<file path="config.mk">
export PLATFORM = sky130hd
export DESIGN_NAME = cpu_sequencer
export DESIGN_NICKNAME = d
export VERILOG_FILES = /design/src/rtl/seq_ctrl_pkg.sv /design/src/rtl/cpu_sequencer_op_class_decode.sv /design/src/rtl/cpu_sequencer.sv
export SDC_FILE = /design/constraint.sdc
export NUM_CORES = 1
export LEC_CHECK = 0
export CAP_MARGIN = 20
export CELL_PAD_IN_SITES_DETAIL_PLACEMENT = 1
export CELL_PAD_IN_SITES_GLOBAL_PLACEMENT = 1
export CORE_UTILIZATION = 41
export DETAILED_ROUTE_END_ITERATION = 16
export PLACE_DENSITY_LB_ADDON = 0.08
export SLEW_MARGIN = 20
export SYNTH_ARGS = -nofsm -noshare
export SYNTH_HDL_FRONTEND = slang
export SYNTH_SLANG_ARGS = --single-unit
export TNS_END_PERCENT = 20
</file>
<file path="constraint.sdc">
create_clock -name clk -period 3.7 [get_ports clk]
set_input_delay 0.74 -clock clk [delete_from_list [all_inputs] [get_ports clk]]
set_output_delay 0.74 -clock clk [all_outputs]
set_load 0.02 [all_outputs]
</file>
<file path="src/rtl/seq_ctrl_pkg.sv">
// Shared definitions for the instruction sequencer: state encoding,
// RV32-style major opcodes, fault codes and the default memory timeout.
package seq_ctrl_pkg;

    typedef enum logic [2:0] {
        ST_IDLE      = 3'd0,
        ST_FETCH     = 3'd1,
        ST_DECODE    = 3'd2,
        ST_EXECUTE   = 3'd3,
        ST_MEMORY    = 3'd4,
        ST_WRITEBACK = 3'd5,
        ST_HALT      = 3'd6
    } state_t;

    localparam logic [6:0] OP_ALU_R  = 7'b0110011;
    localparam logic [6:0] OP_ALU_I  = 7'b0010011;
    localparam logic [6:0] OP_LOAD   = 7'b0000011;
    localparam logic [6:0] OP_STORE  = 7'b0100011;
    localparam logic [6:0] OP_BRANCH = 7'b1100011;
    localparam logic [6:0] OP_SYSTEM = 7'b1110011;

    localparam logic [1:0] FAULT_NONE    = 2'b00;
    localparam logic [1:0] FAULT_ILLEGAL = 2'b01;
    localparam logic [1:0] FAULT_TIMEOUT = 2'b10;

    localparam int MEM_TIMEOUT_DEFAULT = 255;

endpackage

</file>
<file path="src/rtl/cpu_sequencer_op_class_decode.sv">
// Combinational opcode classifier: exactly one class flag is set for any opcode.
module op_class_decode
    import seq_ctrl_pkg::*;
(
    input  logic [6:0] opcode,
    output logic       is_alu,
    output logic       is_load,
    output logic       is_store,
    output logic       is_branch,
    output logic       is_system,
    output logic       is_illegal
);

    // Map the major opcode onto its instruction class
    always_comb begin
        is_alu     = 1'b0;
        is_load    = 1'b0;
        is_store   = 1'b0;
        is_branch  = 1'b0;
        is_system  = 1'b0;
        is_illegal = 1'b0;
        case (opcode)
            OP_ALU_R, OP_ALU_I: is_alu    = 1'b1;
            OP_LOAD:            is_load   = 1'b1;
            OP_STORE:           is_store  = 1'b1;
            OP_BRANCH:          is_branch = 1'b1;
            OP_SYSTEM:          is_system = 1'b1;
            default:            is_illegal = 1'b1;
        endcase
    end

endmodule

</file>
<file path="src/rtl/cpu_sequencer.sv">
// Multi-cycle CPU control sequencer: steps each instruction through
// FETCH/DECODE/EXECUTE/MEMORY/WRITEBACK and stops in HALT on SYSTEM or fault.
module cpu_sequencer
    import seq_ctrl_pkg::*;
#(
    parameter int MEM_TIMEOUT = MEM_TIMEOUT_DEFAULT
)
(
    input  logic        clk,
    input  logic        rst_n,
    input  logic        run,
    input  logic [6:0]  opcode,
    input  logic        branch_taken,
    input  logic        imem_valid,
    input  logic        dmem_ready,
    output logic        ir_we,
    output logic        exec_en,
    output logic        mem_read,
    output logic        mem_write,
    output logic        reg_we,
    output logic        pc_we,
    output logic        pc_src,
    output logic        halted,
    output logic [1:0]  fault,
    output logic [2:0]  state,
    output logic [31:0] retired
);

    // Counter only needs to reach MEM_TIMEOUT-1: the cycle it would hit
    // MEM_TIMEOUT is the cycle the FSM leaves for HALT.
    localparam int CW = (MEM_TIMEOUT < 2) ? 1 : $clog2(MEM_TIMEOUT);
    localparam logic [CW-1:0] WAIT_LAST = CW'(MEM_TIMEOUT - 1);

    state_t        r_state;
    state_t        w_next_state;
    logic [6:0]    r_op;
    logic [31:0]   r_retired;
    logic [CW-1:0] r_wait_cnt;
    logic [1:0]    r_fault;
    logic [1:0]    w_fault_next;
    logic          w_retire;

    logic w_is_alu, w_is_load, w_is_store, w_is_branch, w_is_system, w_is_illegal;
    logic w_op_load, w_op_store, w_op_branch;

    op_class_decode u_op_class_decode (
        .opcode     (opcode),
        .is_alu     (w_is_alu),
        .is_load    (w_is_load),
        .is_store   (w_is_store),
        .is_branch  (w_is_branch),
        .is_system  (w_is_system),
        .is_illegal (w_is_illegal)
    );

    // Class of the latched instruction, used after DECODE
    assign w_op_load   = (r_op == OP_LOAD);
    assign w_op_store  = (r_op == OP_STORE);
    assign w_op_branch = (r_op == OP_BRANCH);

    // Next-state, fault update and strobe generation
    always_comb begin
        w_next_state = r_state;
        w_fault_next = r_fault;
        w_retire     = 1'b0;
        ir_we        = 1'b0;
        exec_en      = 1'b0;
        mem_read     = 1'b0;
        mem_write    = 1'b0;
        reg_we       = 1'b0;
        pc_we        = 1'b0;
        pc_src       = 1'b0;
        case (r_state)
            ST_IDLE: begin
                if (run) begin
                    w_next_state = ST_FETCH;
                end else begin
                    w_next_state = ST_IDLE;
                end
            end
            ST_FETCH: begin
                ir_we = imem_valid;
                if (imem_valid) begin
                    w_next_state = ST_DECODE;
                end else begin
                    w_next_state = ST_FETCH;
                end
            end
            ST_DECODE: begin
                if (w_is_system) begin
                    w_next_state = ST_HALT;
                end else if (w_is_illegal) begin
                    w_next_state = ST_HALT;
                    w_fault_next = FAULT_ILLEGAL;
                end else if (w_is_alu | w_is_load | w_is_store | w_is_branch) begin
                    w_next_state = ST_EXECUTE;
                end else begin
                    w_next_state = ST_HALT;
                    w_fault_next = FAULT_ILLEGAL;
                end
            end
            ST_EXECUTE: begin
                exec_en = 1'b1;
                if (w_op_load | w_op_store) begin
                    w_next_state = ST_MEMORY;
                end else if (w_op_branch) begin
                    pc_we        = 1'b1;
                    pc_src       = branch_taken;
                    w_retire     = 1'b1;
                    w_next_state = run ? ST_FETCH : ST_IDLE;
                end else begin
                    w_next_state = ST_WRITEBACK;
                end
            end
            ST_MEMORY: begin
                mem_read  = w_op_load;
                mem_write = w_op_store;
                if (dmem_ready) begin
                    if (w_op_load) begin
                        w_next_state = ST_WRITEBACK;
                    end else begin
                        pc_we        = 1'b1;
                        w_retire     = 1'b1;
                        w_next_state = run ? ST_FETCH : ST_IDLE;
                    end
                end else if (r_wait_cnt == WAIT_LAST) begin
                    w_next_state = ST_HALT;
                    w_fault_next = FAULT_TIMEOUT;
                end else begin
                    w_next_state = ST_MEMORY;
                end
            end
            ST_WRITEBACK: begin
                reg_we       = 1'b1;
                pc_we        = 1'b1;
                w_retire     = 1'b1;
                w_next_state = run ? ST_FETCH : ST_IDLE;
            end
            ST_HALT: begin
                w_next_state = ST_HALT;
            end
            default: begin
                w_next_state = ST_HALT;
            end
        endcase
    end

    // State register, opcode latch, sticky fault and retired counter
    always_ff @(posedge clk or negedge rst_n) begin
        if (!rst_n) begin
            r_state   <= ST_IDLE;
            r_op      <= 7'd0;
            r_fault   <= FAULT_NONE;
            r_retired <= 32'd0;
        end else begin
            r_state <= w_next_state;
            r_fault <= w_fault_next;
            if (r_state == ST_DECODE) begin
                r_op <= opcode;
            end
            if (w_retire) begin
                r_retired <= r_retired + 32'd1;
            end
        end
    end

    // MEMORY wait counter: zero outside MEMORY, so every entry starts fresh
    always_ff @(posedge clk or negedge rst_n) begin
        if (!rst_n) begin
            r_wait_cnt <= '0;
        end else if (r_state == ST_MEMORY) begin
            r_wait_cnt <= r_wait_cnt + CW'(1);
        end else begin
            r_wait_cnt <= '0;
        end
    end

    assign state   = r_state;
    assign halted  = (r_state == ST_HALT);
    assign fault   = r_fault;
    assign retired = r_retired;

endmodule

</file>
==> results.md <==
- Largest net degree at the start of global routing: 35
- Top-count cell post-synth: dfrtp_1
- Final Hold Vio Count: 0
- WL per Instance: roughly 15 um
- Post-synth EDFFs: 0
- Run status: finished, final reports clean
- Root buffer cell: clkbuf_8
- CP Data Required Time: between 2 and 3 ns
- Share of layout cells above drive strength 1: 0.0906
- Synthesized cell area: 0.00252 mm2
- Post-route DRC: 0
- Clock skew: approximately 0.0090 ns
- Setup_tns: 0 ns
- Pre-CTS setup slack: 0.380 ns
- Post-route ant nets: 0
- Iteration-0 DRC Markers: 62
- Port bufs: 57
- First-pass GRT wire length: between 9000 and 10000 um
- CP Cell Sequence: or4_4, o211a_4, or3_1, clkdlybuf4s50_1
- Top cells by area, synth: dfrtp_1, xor2_1, xnor2_1, nand3_1, nor3_1
- Critical Path Max Stage Delay: 0.59 ns
- Slew @ Worst Pin: 0.755 ns
- RSZ-0062 raised after global routing: no
- Routed wire length: about 5600 um
- Bufs on Longest Clock Path: 2
- Post-CTS Hold Fix Bufs: 0
- Routability cong.: around 0.75
- CTS resizes: 0
- DP Wirelength: a little over 4000 um
- Vias in the first global route: around 2000
- Total gr overflow: 0
- Post-route minimum period: about 3.4 ns
- Core ar.: slightly below 0.006 mm2
- Final period util: 0.909
- Max-capacitance violation count: 0
- Multiplexer share of the synthesized area: 0.0328
- Setup crit start kind: flop
- Non-Filler Instances: around 370
- Minimum hold slack: between 0.4 and 0.5 ns
- YS warnings: 0
- TritonCTS Buffers: 5
- Cell taking the most area after synthesis: dfrtp_1
- Simple-gate portion of the synthesized area: 0.211
- First-pass DRT Iterations: 4
- Synthesized net count: 251
- Flops & latches, synth: between 50 and 60
- DR vias/cell: 5.20
- Async S/R FF share, synth: 1.00
- Post-synth top cells: dfrtp_1, xor2_1, nor2_1
- Worst Setup Slack, final: between 0.3 and 0.4 ns
- Pwr/cell area: roughly 500 mW/mm2
- Max-slew headroom: 0.497
- M1 GR Usage: 0.278
- Worst Hold Class: reg -> reg
- Maximum vdd drop: between 0.2 and 0.3 mV
- Post-Synth XOR/XNOR Area: 0.129
- Layout Nets: between 300 and 400
- Setup Viol. Count Final: 0
- P_leak: roughly 1.4 nW
- Initial Util: 0.425
- Crit Path Class: reg -> out
- Worst-Skew Late Latency: 0.31 ns
- Worst-path fanout max: 7
- Sequential fraction of the synthesis area: 0.517
- Most common flop cell mapped by yosys: dfrtp_1
- Critical Path Sink Type: output port
- WP data arrival: around 2.6 ns
- Setup bufs post-CTS: 0
- Die height: roughly 80 um
- Die width: around 80 um
- Post-synthesis cell type count: 40
- Busiest layer in global routing: met2
- Met2 usage: 0.294
- FMAX: 297 MHz
- Slew Viols, Final: 0
- TritonCTS clock tree: built
- Synth top area share: 0.517
- Placed Cells: ~370
- I/O Pins: just under 60
- Reg clk slew, reported paths: 0.10 ns
- Routing usage on met3: 0.0443
- Row cnt: 28
- Initial antenna violation count: 0
- Largest family of logic cells by synthesized area: simple AND/OR/NAND/NOR gates
- CTS Sinks: 52
- Critical path's slowest cell: clkdlybuf4s50_1
- Area of the die: between 0.006 and 0.007 mm2
- Mapped Cells: 235
- Synthesis-to-finish area growth: 29.6%
- Mean Syn Cell Area: approximately 11 um2
- Overall fraction of global-route tracks in use: 0.195
- ANT cells: 0
- Synth Area in Compound Gates: 0.0656
- Adder-cell share of the synthesized area: 0.0149
- Max H-tree Level: 2
- Filler cells: 658
- DR vias: 1941
## worst max-delay path, delay by kind of cell (launching register included)
family / cells / cell delay [ns]
flops: 1 / 0.44
simple gates: 2 / 1.02
compound gates: 1 / 0.27
buf+inv: 1 / 0.59
## cell type report
class	instances	area, um2	area share
Sequential cell	52	1300	0.399
Multi-Input combinational cell	166	1140	0.350
Timing Repair Buffer	61	596	0.182
Tap cell	75	93.8	0.0287
Clock buffer	5	68.8	0.0211
Inverter	11	41.3	0.0126
Clock inverter	3	22.5	0.00690
## kinds of logic after synthesis
kind of cell             after synthesis
XOR/XNOR                              37
AO/OA/AOI/OAI                         21
flip-flops                            52
buffers and inverters                 17
AND/OR/NAND/NOR                       98
adder cells (fa/ha/maj)                3
multiplexers                           7
## state kept, by name (all words and copies together) (netlist names)
register	cells
fault	2
r_wait_cnt	8
retired	32
r_op	7
state	3
## report_power, final
part,internal (W),total (W),switching [W]
Clock,0.000136,0.000331,0.000195
Combinational,0.000266,0.000542,0.000276
Sequential,0.000658,0.000772,0.000113
Total,0.00106,0.00164,0.000585
## through the flow
| stage | area [um2] | utilization | total power, W |
|---|---|---|---|
| finish | 3260 | 0.551 | 0.00164 |
| global route | 3260 | 0.551 | 0.00175 |
| CTS | 3260 | 0.551 | 0.00166 |
| detailed placement | 3170 | 0.536 | 0.00133 |
| global placement | 3170 | 0.536 | 0.00131 |
| floorplan | 2520 | - | 0.00111 |
## per-layer routing
layer	up-vias	share of wire
li1	933	-
met1	951	0.49
met2	48	0.44
met3	9	0.053
met4	0	0.015
met5	-	0
## path summary, 6_finish.rpt
kind	start	endpoint	slack [ns]	depth (start not counted)
max in group asynchronous	rst_n	retired[25]	2.45	2
max reg2reg	r_op[5]	retired[25]	1.48	5
max	r_op[5]	pc_we	0.34	4
min reg2reg	retired[31]	retired[31]	0.48	1
min in group asynchronous	rst_n	r_op[5]	0.50	1
min	retired[31]	retired[31]	0.48	1
## layout by cell type (no fill, tap or decap), types with 7 or more instances in the layout
cell,n
clkdlybuf4s50_1,56
dfrtp_1,52
xor2_1,22
nor2_1,16
nand2_1,15
nand3_1,15
xnor2_1,15
nor3_1,14
inv_1,11
and3_1,9
o21ai_0,7
Power figures use the tool's default switching activity.
